**config.mk**
```make
export PLATFORM = sky130hd
export DESIGN_NAME = multicycle_control_fsm_flat
export DESIGN_NICKNAME = d
export VERILOG_FILES = /design/src/rtl/multicycle_control_fsm_pkg.sv /design/src/rtl/multicycle_control_fsm_if.sv /design/src/rtl/multicycle_control_fsm_alu_decoder.sv /design/src/rtl/multicycle_control_fsm.sv /design/src/flat_wrapper.sv
export SDC_FILE = /design/constraint.sdc
export NUM_CORES = 1
export LEC_CHECK = 0
export ABC_AREA = 1
export ABC_CLOCK_PERIOD_IN_PS = 2700
export CAP_MARGIN = 10
export CORE_UTILIZATION = 45
export DETAILED_ROUTE_END_ITERATION = 6
export PLACE_DENSITY = 0.73
export SETUP_SLACK_MARGIN = 0.3
export SLEW_MARGIN = 20
export SYNTH_ARGS = -nofsm -noshare
export SYNTH_HDL_FRONTEND = slang
export SYNTH_SLANG_ARGS = --single-unit
```
**constraint.sdc**
```tcl
create_clock -name clk -period 2.7 [get_ports clk]
set_clock_uncertainty 0.2 [all_clocks]
set_input_delay 0.54 -clock clk [delete_from_list [all_inputs] [get_ports clk]]
set_output_delay 0.54 -clock clk [all_outputs]
set_load 0.05 [all_outputs]
```
**src/rtl/multicycle_control_fsm_pkg.sv**
```systemverilog
// Shared encodings for the multicycle RV32 sequencing controller:
// states, opcodes, ALU ops, datapath mux selects and trap causes.
package multicycle_control_fsm_pkg;

    typedef enum logic [3:0] {
        StFetch,
        StDecode,
        StMemAdr,
        StMemRd,
        StMemWb,
        StMemWr,
        StExecR,
        StAluWb,
        StTrap
    } state_e;

    localparam logic [6:0] OP_LOAD  = 7'b0000011;
    localparam logic [6:0] OP_STORE = 7'b0100011;
    localparam logic [6:0] OP_RTYPE = 7'b0110011;

    localparam logic [6:0] F7_BASE    = 7'b0000000;
    localparam logic [6:0] F7_ALT     = 7'b0100000;
    localparam logic [2:0] F3_ADD_SUB = 3'b000;
    localparam logic [2:0] F3_AND     = 3'b111;
    localparam logic [2:0] F3_OR      = 3'b110;

    typedef enum logic [1:0] {
        AluAdd = 2'b00,
        AluSub = 2'b01,
        AluAnd = 2'b10,
        AluOr  = 2'b11
    } alu_op_e;

    typedef enum logic [1:0] {
        SrcAPc  = 2'b00,
        SrcAReg = 2'b01
    } src_a_e;

    typedef enum logic [1:0] {
        SrcBReg  = 2'b00,
        SrcBImm  = 2'b01,
        SrcBFour = 2'b10
    } src_b_e;

    typedef enum logic [1:0] {
        ResAluOut = 2'b00,
        ResData   = 2'b01,
        ResAluRes = 2'b10
    } result_src_e;

    typedef enum logic [1:0] {
        CauseNone       = 2'b00,
        CauseBadOpcode  = 2'b01,
        CauseBadFunct   = 2'b10,
        CauseMemTimeout = 2'b11
    } trap_cause_e;

    // States that hold a memory request open until mem_ready.
    function automatic logic is_wait_state(state_e s);
        return (s == StFetch) || (s == StMemRd) || (s == StMemWr);
    endfunction

endpackage

```
**src/rtl/multicycle_control_fsm_if.sv**
```systemverilog
// Control bus between the multicycle sequencer (master) and the datapath/memory (slave).
interface multicycle_control_fsm_if;

    logic [6:0] opcode;
    logic [2:0] func3;
    logic [6:0] func7;
    logic       mem_ready;

    logic       Mem_Req;
    logic       Adr_Src;
    logic       DM_WE;
    logic       IR_WE;
    logic       PC_WE;
    logic       RF_WE;
    logic       Extend_Src;
    logic [1:0] AluSrcA;
    logic [1:0] AluSrcB;
    logic [1:0] Alu_control;
    logic [1:0] ResultSrc;

    modport master (
        input  opcode, func3, func7, mem_ready,
        output Mem_Req, Adr_Src, DM_WE, IR_WE, PC_WE, RF_WE, Extend_Src,
        output AluSrcA, AluSrcB, Alu_control, ResultSrc
    );

    modport slave (
        output opcode, func3, func7, mem_ready,
        input  Mem_Req, Adr_Src, DM_WE, IR_WE, PC_WE, RF_WE, Extend_Src,
        input  AluSrcA, AluSrcB, Alu_control, ResultSrc
    );

endinterface

```
**src/rtl/multicycle_control_fsm_alu_decoder.sv**
```systemverilog
// R-type {func7,func3} to ALU operation decode; shared with the single-cycle control unit.
module multicycle_control_fsm_alu_decoder
    import multicycle_control_fsm_pkg::*;
(
    input  logic [6:0] func7_i,
    input  logic [2:0] func3_i,
    output alu_op_e    alu_op_o,
    output logic       illegal_o
);

    always_comb begin
        alu_op_o  = AluAdd;
        illegal_o = 1'b0;
        unique case ({func7_i, func3_i})
            {F7_BASE, F3_ADD_SUB}: alu_op_o = AluAdd;
            {F7_ALT,  F3_ADD_SUB}: alu_op_o = AluSub;
            {F7_BASE, F3_AND}:     alu_op_o = AluAnd;
            {F7_BASE, F3_OR}:      alu_op_o = AluOr;
            default:               illegal_o = 1'b1;
        endcase
    end

endmodule

```
**src/rtl/multicycle_control_fsm.sv**
```systemverilog
// Multicycle RV32 sequencer: fetch/decode/execute/memory/writeback with a shared memory
// port, memory-stall timeout, sticky trap and retired-instruction counter.
module multicycle_control_fsm
    import multicycle_control_fsm_pkg::*;
#(
    parameter int unsigned MEM_TIMEOUT = 255,
    parameter int unsigned CNT_W       = 32
) (
    input  logic                     clk,
    input  logic                     rst,
    multicycle_control_fsm_if.master ctl,
    output logic                     trap,
    output logic [1:0]               trap_cause,
    output logic [CNT_W-1:0]         instr_retired
);

    localparam int unsigned WaitW = (MEM_TIMEOUT > 1) ? $clog2(MEM_TIMEOUT) : 1;
    localparam logic [WaitW-1:0] WaitLast =
        (MEM_TIMEOUT == 0) ? '0 : WaitW'(MEM_TIMEOUT - 1);

    state_e             state_q, state_d;
    logic [WaitW-1:0]   wait_q, wait_d;
    logic [CNT_W-1:0]   retired_q, retired_d;
    logic               trap_q, trap_d;
    trap_cause_e        cause_q, cause_d;

    alu_op_e            dec_op;
    logic               dec_illegal;

    logic               mem_req, adr_src, dm_we, ir_we, pc_we, rf_we, ext_src;
    src_a_e             src_a;
    src_b_e             src_b;
    alu_op_e            alu_ctl;
    result_src_e        result_src;
    logic               retire;
    logic               timeout_hit;

    multicycle_control_fsm_alu_decoder u_alu_decoder (
        .func7_i   (ctl.func7),
        .func3_i   (ctl.func3),
        .alu_op_o  (dec_op),
        .illegal_o (dec_illegal)
    );

    // A completing access in the last allowed wait cycle takes priority over the trap.
    assign timeout_hit = (MEM_TIMEOUT != 0) && !ctl.mem_ready && (wait_q == WaitLast);

    always_comb begin
        state_d    = state_q;
        trap_d     = trap_q;
        cause_d    = cause_q;
        retire     = 1'b0;
        mem_req    = 1'b0;
        adr_src    = 1'b0;
        dm_we      = 1'b0;
        ir_we      = 1'b0;
        pc_we      = 1'b0;
        rf_we      = 1'b0;
        ext_src    = 1'b0;
        src_a      = SrcAPc;
        src_b      = SrcBReg;
        alu_ctl    = AluAdd;
        result_src = ResAluOut;

        unique case (state_q)
            StFetch: begin
                mem_req    = 1'b1;
                src_b      = SrcBFour;
                result_src = ResAluRes;
                if (ctl.mem_ready) begin
                    ir_we   = 1'b1;
                    pc_we   = 1'b1;
                    state_d = StDecode;
                end else if (timeout_hit) begin
                    state_d = StTrap;
                    trap_d  = 1'b1;
                    cause_d = CauseMemTimeout;
                end
            end
            StDecode: begin
                if (ctl.opcode == OP_LOAD || ctl.opcode == OP_STORE) begin
                    state_d = StMemAdr;
                end else if (ctl.opcode == OP_RTYPE) begin
                    state_d = StExecR;
                end else begin
                    state_d = StTrap;
                    trap_d  = 1'b1;
                    cause_d = CauseBadOpcode;
                end
            end
            StMemAdr: begin
                src_a   = SrcAReg;
                src_b   = SrcBImm;
                ext_src = (ctl.opcode == OP_STORE);
                state_d = (ctl.opcode == OP_LOAD) ? StMemRd : StMemWr;
            end
            StMemRd: begin
                mem_req = 1'b1;
                adr_src = 1'b1;
                if (ctl.mem_ready) begin
                    state_d = StMemWb;
                end else if (timeout_hit) begin
                    state_d = StTrap;
                    trap_d  = 1'b1;
                    cause_d = CauseMemTimeout;
                end
            end
            StMemWb: begin
                result_src = ResData;
                rf_we      = 1'b1;
                retire     = 1'b1;
                state_d    = StFetch;
            end
            StMemWr: begin
                mem_req = 1'b1;
                adr_src = 1'b1;
                dm_we   = 1'b1;
                if (ctl.mem_ready) begin
                    retire  = 1'b1;
                    state_d = StFetch;
                end else if (timeout_hit) begin
                    state_d = StTrap;
                    trap_d  = 1'b1;
                    cause_d = CauseMemTimeout;
                end
            end
            StExecR: begin
                src_a   = SrcAReg;
                src_b   = SrcBReg;
                alu_ctl = dec_op;
                if (dec_illegal) begin
                    state_d = StTrap;
                    trap_d  = 1'b1;
                    cause_d = CauseBadFunct;
                end else begin
                    state_d = StAluWb;
                end
            end
            StAluWb: begin
                result_src = ResAluOut;
                rf_we      = 1'b1;
                retire     = 1'b1;
                state_d    = StFetch;
            end
            StTrap: begin
                state_d = StTrap;
            end
            default: begin
                state_d = StFetch;
            end
        endcase

        // Reset wins over everything: no request, no write, nothing retires.
        if (rst) begin
            mem_req    = 1'b0;
            adr_src    = 1'b0;
            dm_we      = 1'b0;
            ir_we      = 1'b0;
            pc_we      = 1'b0;
            rf_we      = 1'b0;
            ext_src    = 1'b0;
            src_a      = SrcAPc;
            src_b      = SrcBReg;
            alu_ctl    = AluAdd;
            result_src = ResAluOut;
            retire     = 1'b0;
        end
    end

    always_comb begin
        wait_d = wait_q;
        if (state_d != state_q) begin
            wait_d = '0;
        end else if (is_wait_state(state_q) && !ctl.mem_ready) begin
            wait_d = wait_q + WaitW'(1);
        end
    end

    assign retired_d = retire ? retired_q + CNT_W'(1) : retired_q;

    always_ff @(posedge clk) begin
        if (rst) begin
            state_q   <= StFetch;
            wait_q    <= '0;
            retired_q <= '0;
            trap_q    <= 1'b0;
            cause_q   <= CauseNone;
        end else begin
            state_q   <= state_d;
            wait_q    <= wait_d;
            retired_q <= retired_d;
            trap_q    <= trap_d;
            cause_q   <= cause_d;
        end
    end

    assign ctl.Mem_Req     = mem_req;
    assign ctl.Adr_Src     = adr_src;
    assign ctl.DM_WE       = dm_we;
    assign ctl.IR_WE       = ir_we;
    assign ctl.PC_WE       = pc_we;
    assign ctl.RF_WE       = rf_we;
    assign ctl.Extend_Src  = ext_src;
    assign ctl.AluSrcA     = src_a;
    assign ctl.AluSrcB     = src_b;
    assign ctl.Alu_control = alu_ctl;
    assign ctl.ResultSrc   = result_src;

    assign trap          = trap_q;
    assign trap_cause    = cause_q;
    assign instr_retired = retired_q;

endmodule

```
**src/flat_wrapper.sv**
```systemverilog
// flat-port wrapper written by rule: the top's interface ports become plain ports
module multicycle_control_fsm_flat import multicycle_control_fsm_pkg::*;
#(
    parameter int unsigned MEM_TIMEOUT = 255,
    parameter int unsigned CNT_W       = 32
)
  (clk, rst, trap, trap_cause, instr_retired, ctl_opcode, ctl_func3, ctl_func7, ctl_mem_ready, ctl_Mem_Req, ctl_Adr_Src, ctl_DM_WE, ctl_IR_WE, ctl_PC_WE, ctl_RF_WE, ctl_Extend_Src, ctl_AluSrcA, ctl_AluSrcB, ctl_Alu_control, ctl_ResultSrc);
  multicycle_control_fsm_if ctl_i ();
  input  logic clk;
  input  logic rst;
  output logic trap;
  output logic [1:0] trap_cause;
  output logic [CNT_W-1:0] instr_retired;
  input wire logic [$bits(ctl_i.opcode)-1:0] ctl_opcode;
  input wire logic [$bits(ctl_i.func3)-1:0] ctl_func3;
  input wire logic [$bits(ctl_i.func7)-1:0] ctl_func7;
  input wire logic [$bits(ctl_i.mem_ready)-1:0] ctl_mem_ready;
  output wire logic [$bits(ctl_i.Mem_Req)-1:0] ctl_Mem_Req;
  output wire logic [$bits(ctl_i.Adr_Src)-1:0] ctl_Adr_Src;
  output wire logic [$bits(ctl_i.DM_WE)-1:0] ctl_DM_WE;
  output wire logic [$bits(ctl_i.IR_WE)-1:0] ctl_IR_WE;
  output wire logic [$bits(ctl_i.PC_WE)-1:0] ctl_PC_WE;
  output wire logic [$bits(ctl_i.RF_WE)-1:0] ctl_RF_WE;
  output wire logic [$bits(ctl_i.Extend_Src)-1:0] ctl_Extend_Src;
  output wire logic [$bits(ctl_i.AluSrcA)-1:0] ctl_AluSrcA;
  output wire logic [$bits(ctl_i.AluSrcB)-1:0] ctl_AluSrcB;
  output wire logic [$bits(ctl_i.Alu_control)-1:0] ctl_Alu_control;
  output wire logic [$bits(ctl_i.ResultSrc)-1:0] ctl_ResultSrc;
  assign ctl_i.opcode = ctl_opcode;
  assign ctl_i.func3 = ctl_func3;
  assign ctl_i.func7 = ctl_func7;
  assign ctl_i.mem_ready = ctl_mem_ready;
  assign ctl_Mem_Req = ctl_i.Mem_Req;
  assign ctl_Adr_Src = ctl_i.Adr_Src;
  assign ctl_DM_WE = ctl_i.DM_WE;
  assign ctl_IR_WE = ctl_i.IR_WE;
  assign ctl_PC_WE = ctl_i.PC_WE;
  assign ctl_RF_WE = ctl_i.RF_WE;
  assign ctl_Extend_Src = ctl_i.Extend_Src;
  assign ctl_AluSrcA = ctl_i.AluSrcA;
  assign ctl_AluSrcB = ctl_i.AluSrcB;
  assign ctl_Alu_control = ctl_i.Alu_control;
  assign ctl_ResultSrc = ctl_i.ResultSrc;
  multicycle_control_fsm #(.MEM_TIMEOUT(MEM_TIMEOUT), .CNT_W(CNT_W)) u_core (.clk(clk), .rst(rst), .ctl(ctl_i), .trap(trap), .trap_cause(trap_cause), .instr_retired(instr_retired));
endmodule
```
# Yosys cells after proc, flatten, opt, wreduce, memory -nomap -nowiden
# Index checks and enable logic that the tools add are counted.
# Widths: inputs -> output; s select.
classes:
  add_sub_neg: 2
  n_eq_ne: 21
  muxes: 45
  reduce_logical: 16
op_table:
  columns: ["op", "count"]
  rows:
  - ["$add 32x1->32 const B", 1]
  - ["$mux 4", 7]
  - ["$pmux 4 s7", 1]
  - ["$mux 1", 21]
  - ["$eq 10x3->1 const B", 2]
  - ["$mux 2", 9]
  - ["$eq 4x3->1 const B", 4]
  - ["$eq 7x6->1 const B", 2]
  - ["$pmux 2 s3", 2]
  - ["$eq 10x9->1 const B", 1]
  - ["$logic_not 10->1", 1]
  - ["$add 8x1->8 const B", 1]
  - ["$eq 4x2->1 const B", 2]
  - ["$eq 8x8->1 const B", 1]
  - ["$ne 2x2->1 const B", 4]
  - ["$pmux 2 s2", 2]
  - ["$reduce_or 2->1", 4]
  - ["$eq 7x2->1 const B", 1]
  - ["$reduce_and 6->1", 1]
  - ["$eq 4x1->1 const B", 1]
  - ["$eq 4x4->1 const B", 1]
  - ["$logic_not 4->1", 1]
  - ["$ne 4x4->1", 1]
  - ["$reduce_or 4->1", 1]
  - ["9 further kinds", 12]
totals:
  register_bits: 47
  inputBits: 20
  output_inout_bits: 50
  elab_cells: 89

# Longest topological paths before layout
depth:
  word_depth: 7
  depth_mapped: 13
  ltp_nobuf: 13

# Cells and area by module
# From an unflattened synthesis, not the netlist that was laid out.
hier_totals:
  cells_unflattened: 486
  hier_area_um2: 3041.7
by_module_without_submodules:
  columns: ["module", "n_inst", "cells_each", "area_per_inst_um2", "seq_area_each_um2"]
  rows:
  - ["multicycle_control_fsm", 1, 465, 2949.1, 940.9]
  - ["multicycle_control_fsm_alu_decoder", 1, 21, 92.6, 0.0]

# Worst setup path after synthesis
# Ideal clock, no wire load.
synth_path:
  path_type: "input to output"
  startpoint: "input port rst"
  endpoint: "output port ctl_PC_WE"
  arrival_ps: 2248
  required_time_ps: 1960
  setup_slack_ps: -288
  stages: 3
  n_path_buf: 2
  path_cell_list: "clkbuf_1 nor3_1 buf_4"
synth_between:
  elab_chain_len: 1
synth_rtl:
  columns: ["element", "line_no", "source"]
  rows:
  - ["start, declared", "flat_wrapper.sv:10", "input logic rst;"]
  - ["$mux 1", null, null]
  - ["end, declared", "flat_wrapper.sv:22", "output wire logic [$bits(ctl_i.PC_WE)-1:0] ctl_PC_WE;"]
# Every way passes these cells.

# Worst setup path in the final report
layout_path:
  startpoint: "input port ctl_func7[5]"
  endpoint: "output port ctl_Alu_control[0]"
layout_between:
  elab_chain_len: 4
  word_cells_on_any_way: 6
  classes_between: "eq/ne: 3; mux: 3"
layout_rtl:
  columns: ["element", "line_no", "source"]
  rows:
  - ["start, declared", "flat_wrapper.sv:16", "input wire logic [$bits(ctl_i.func7)-1:0] ctl_func7;"]
  - ["$eq 10x3->1 or $eq 10x9->1 (tied branches)", "multicycle_control_fsm_alu_decoder.sv:14", "unique case ({func7_i, func3_i})"]
  - ["$pmux 2 s3 (*)", "multicycle_control_fsm_alu_decoder.sv:14", null]
  - ["$mux 2 (*)", "multicycle_control_fsm.sv:65", "unique case (state_q)"]
  - ["$mux 2 (*)", "multicycle_control_fsm.sv:154", "if (rst) begin"]
  - ["end, declared", "flat_wrapper.sv:27", "output wire logic [$bits(ctl_i.Alu_control)-1:0] ctl_Alu_control;"]
# Mark *: on every way between the ends. The rest lies on a longest branch, timed or not.

==> impl_metrics.py <==
metrics = {
    "outcome": {
        "status": "finished with violations",
        "violations": "DRC",
    },
    "clock_network": {
        "ctsRootBufferMaster": "clkbuf_8",
        "cts_num_sinks": 47,
        "cts.clk_slew.worst_paths_ns": 0.08,
        "cts_tree": "done",
        "cts.path.max_buffers": 2,
        "holdBufCountCts": 0,
        "cts_max_level": 2,
        "numCtsBuffers": 5,
        "clock_latency_ns": 0.31,
    },
    "synth": {
        "syn_nets": 495,
        "synth_top_area_share": 0.309,
        "postSynth.asyncResetShare": 0,
        "ys.flop_type": "dfxtp_1",
        "synth_area_leaders": "dfxtp_1 31%, nand2_1 15%, inv_1 6.7%",
        "synth_edf_count": 0,
        "netlist_area_um2": 3040,
        "ys_ff_latch": 47,
        "yosysWarnings": 0,
        "syn_avg_cell_area_um2": 6.45,
        "synth_most_common_cell": "nand2_1",
        "yosysSeqAreaShare": 0.309,
        "yosysUniqueCellTypes": 36,
        "yosysTopAreaCell": "dfxtp_1",
        "synth_top_cells_by_count": "121 x nand2_1, 54 x inv_1, 53 x nor2_1",
        "syn-instance-count": 472,
    },
    "sta": {
        "fin_crit_sh": 0.902,
        "slew_headroom": 0.665,
        "rsz0062_at_grt": "yes",
        "setup_viol": 0,
        "worst_pin_slew_ns": 0.502,
        "fin_setup_tns_ns": 0,
        "finalHoldViolCount": 0,
        "drv_slew": 0,
        "period_needed_ns": 2.43,
        "max_freq_ghz": 0.411,
    },
    "setup_path": {
        "setup.worst_path.start_class": "input pin",
        "cp_max_fo": 2,
        "cp_cell_sequence": "dlygate4sd2_1 -> inv_1 -> nand3_2 -> nor2_4 -> nand2_2 -> or2_4 -> a21oi_4 -> buf_12",
        "critPathArrivalTime_ns": 1.69,
        "slowest_stage": "dlygate4sd2_1",
        "end_kind": "primary output",
        "cp_slowest_stage_delay_ns": 0.26,
        "cp.required_ns": 1.96,
        "crit_type": "input pin to primary output",
    },
    "placement": {
        "dp_hpwl_um": 6050,
        "dp.cells": 615,
        "place.gp.congestion": 0.930,
        "io_buffers": 68,
        "placed_area_um2": 3990,
    },
    "drt": {
        "drc_errors": 10,
        "wire_per_inst_um": 12.8,
        "vias_per_cell": 5.24,
        "wirelength_um": 8020,
        "drt_iter0_drc": 225,
        "ant_nets": 0,
        "vias": 3279,
        "firstDrtPassIters": 7,
    },
    "die": {
        "ios": 70,
        "fp.dieArea_um2": 7100,
        "fp.coreArea_um2": 6420,
        "fp.dieH_um": 84.3,
        "die_x_um": 84.3,
        "rows": 29,
        "initial_core_util": 0.474,
    },
    "pwr": {
        "pwr-share-seq": 0.383,
        "switching_share": 0.337,
        "power_leakage_nw": 1.73,
        "p_int_mw": 1.30,
        "vdd_drop_max_mv": 0.270,
        "clock_power_share": 0.313,
        "pwr-share-comb": 0.304,
        "power.switching_uw": 660,
        "p_per_area_nw_per_um2": 464,
    },
    "layout": {
        "syn_to_final_growth_pct": 38.6,
        "finalNonFillerCells": 626,
        "antennaDiodeCount": 0,
        "nNetsFinal": 571,
        "fin_area_um2": 4220,
        "drive_gt1_frac": 0.186,
    },
    "global_routing": {
        "antenna_found_initial": 0,
        "grtUsageTotal": 0.237,
        "grt_max_degree": 19,
        "grt_pass1_vias": 3150,
        "grt_overflow": 0,
        "grt_pass1_wl_um": 13800,
    },
    "hold_path": {
        "hp-class": "flop to flop",
    },
    "job": {
        "maxCapViolCount": 0,
    },
}
[flip-flops by register name, summed over array words and instances (netlist names)]
| signal | flops |
|---|---|
| u_core.instr_retired | 32 |
| u_core.wait_q | 8 |
| u_core.state_q | 4 |
| u_core.trap_cause | 2 |
| u_core.trap | 1 |
[kinds of logic after synthesis]
logic type / Yosys count / synth area share
AO/OA/AOI/OAI: 53 / 0.0917
XOR/XNOR: 18 / 0.0518
adder cells (fa/ha/maj): 3 / 0.0123
buffers and inverters: 71 / 0.0921
flip-flops: 47 / 0.309
multiplexers: 1 / 0.00329
other: 1 / 0.00123
AND/OR/NAND/NOR: 278 / 0.439
[per-stage QoR]
| stage | worst slack [ns] | hold slack [ns] | utilization | power (mW) |
|---|---|---|---|---|
| after floorplan | 0.206 | 0.342 | - | 1.16 |
| after global placement | 0.110 | 0.241 | 0.621 | 1.35 |
| after detailed placement | 0.0543 | 0.257 | 0.621 | 1.35 |
| after CTS | 0.226 | 0.271 | 0.645 | 1.96 |
| after global routing | 0.225 | 0.299 | 0.657 | 2.04 |
| final | 0.265 | 0.271 | 0.657 | 1.96 |
[path summary, 6_finish.rpt]
check,slack (ns),from,end,cells after the start
setup / recovery,0.27,ctl_func7[5],ctl_Alu_control[0],8
hold reg to reg,0.27,u_core.trap_cause[0],u_core.trap_cause[0],2
hold / removal,0.27,u_core.trap_cause[0],u_core.trap_cause[0],2
setup reg to reg,0.63,u_core.instr_retired[0],u_core.instr_retired[18],8
[area by class of cell]
cell class                 count  area, um2
clock inverter                 2       60.1
tap                           77       96.3
clock buffer                   6       72.6
multi-input combinational    354       1930
inverter                      60        228
fill                         572       2200
timing repair buffer          80        885
sequential                    47        945
[power by group through the flow]
stage               combinational, mW  sequential, mW  clock (mW)
global placement                0.584           0.762           0
floorplan                       0.346           0.811           0
detailed placement              0.591           0.762           0
finish                          0.595           0.750       0.612
CTS                             0.588           0.746       0.623
global route                    0.639           0.755       0.651
[placed cells by master, fill, tap and decap left out, types with 5 or more instances in the layout]
| cell type | Yosys | layout |
|---|---|---|
| nand2_1 | 121 | 118 |
| xnor2_1 | 6 | 6 |
| xor2_1 | 12 | 12 |
| nand2_2 | 10 | 13 |
| nand4_1 | 11 | 11 |
| clkdlybuf4s50_1 | 0 | 35 |
| nor2_1 | 53 | 44 |
| buf_12 | 0 | 12 |
| nand3_1 | 26 | 24 |
| buf_4 | 3 | 13 |
| dlygate4sd2_1 | 0 | 15 |
| inv_1 | 54 | 52 |
| nor3_2 | 11 | 14 |
| o21ai_0 | 12 | 12 |
| nand3_2 | 3 | 5 |
| clkbuf_8 | 0 | 5 |
| nor3_1 | 22 | 18 |
| nor2_4 | 1 | 6 |
| a21oi_1 | 35 | 33 |
| inv_2 | 5 | 6 |
| dfxtp_1 | 47 | 44 |
| nor2_2 | 8 | 12 |
[repair_timing]
action / 4_1_cts / 5_1_grt
cloned: 0 / 0
hold endpoints to repair: 0 / 0
endpoints found under the setup margin: 8 / 19
buffers inserted: 3 / 0
pin swaps: 12 / 6
gates resized for setup: 23 / 24
[critical path: cells and delay by family]
family,cells,cell delay [ns]
simple gates,4,0.50
compound gates,1,0.16
buf+inv,3,0.49
[layer usage]
metal / track usage / vias up / part of all wire
li1: - / 1670 / -
met1: 0.275 / 1490 / 0.43
met2: 0.416 / 95 / 0.50
met3: 0.0482 / 24 / 0.047
met4: 0.114 / 0 / 0.028
met5: 0 / - / 0
(Power assumes the default switching activity.)
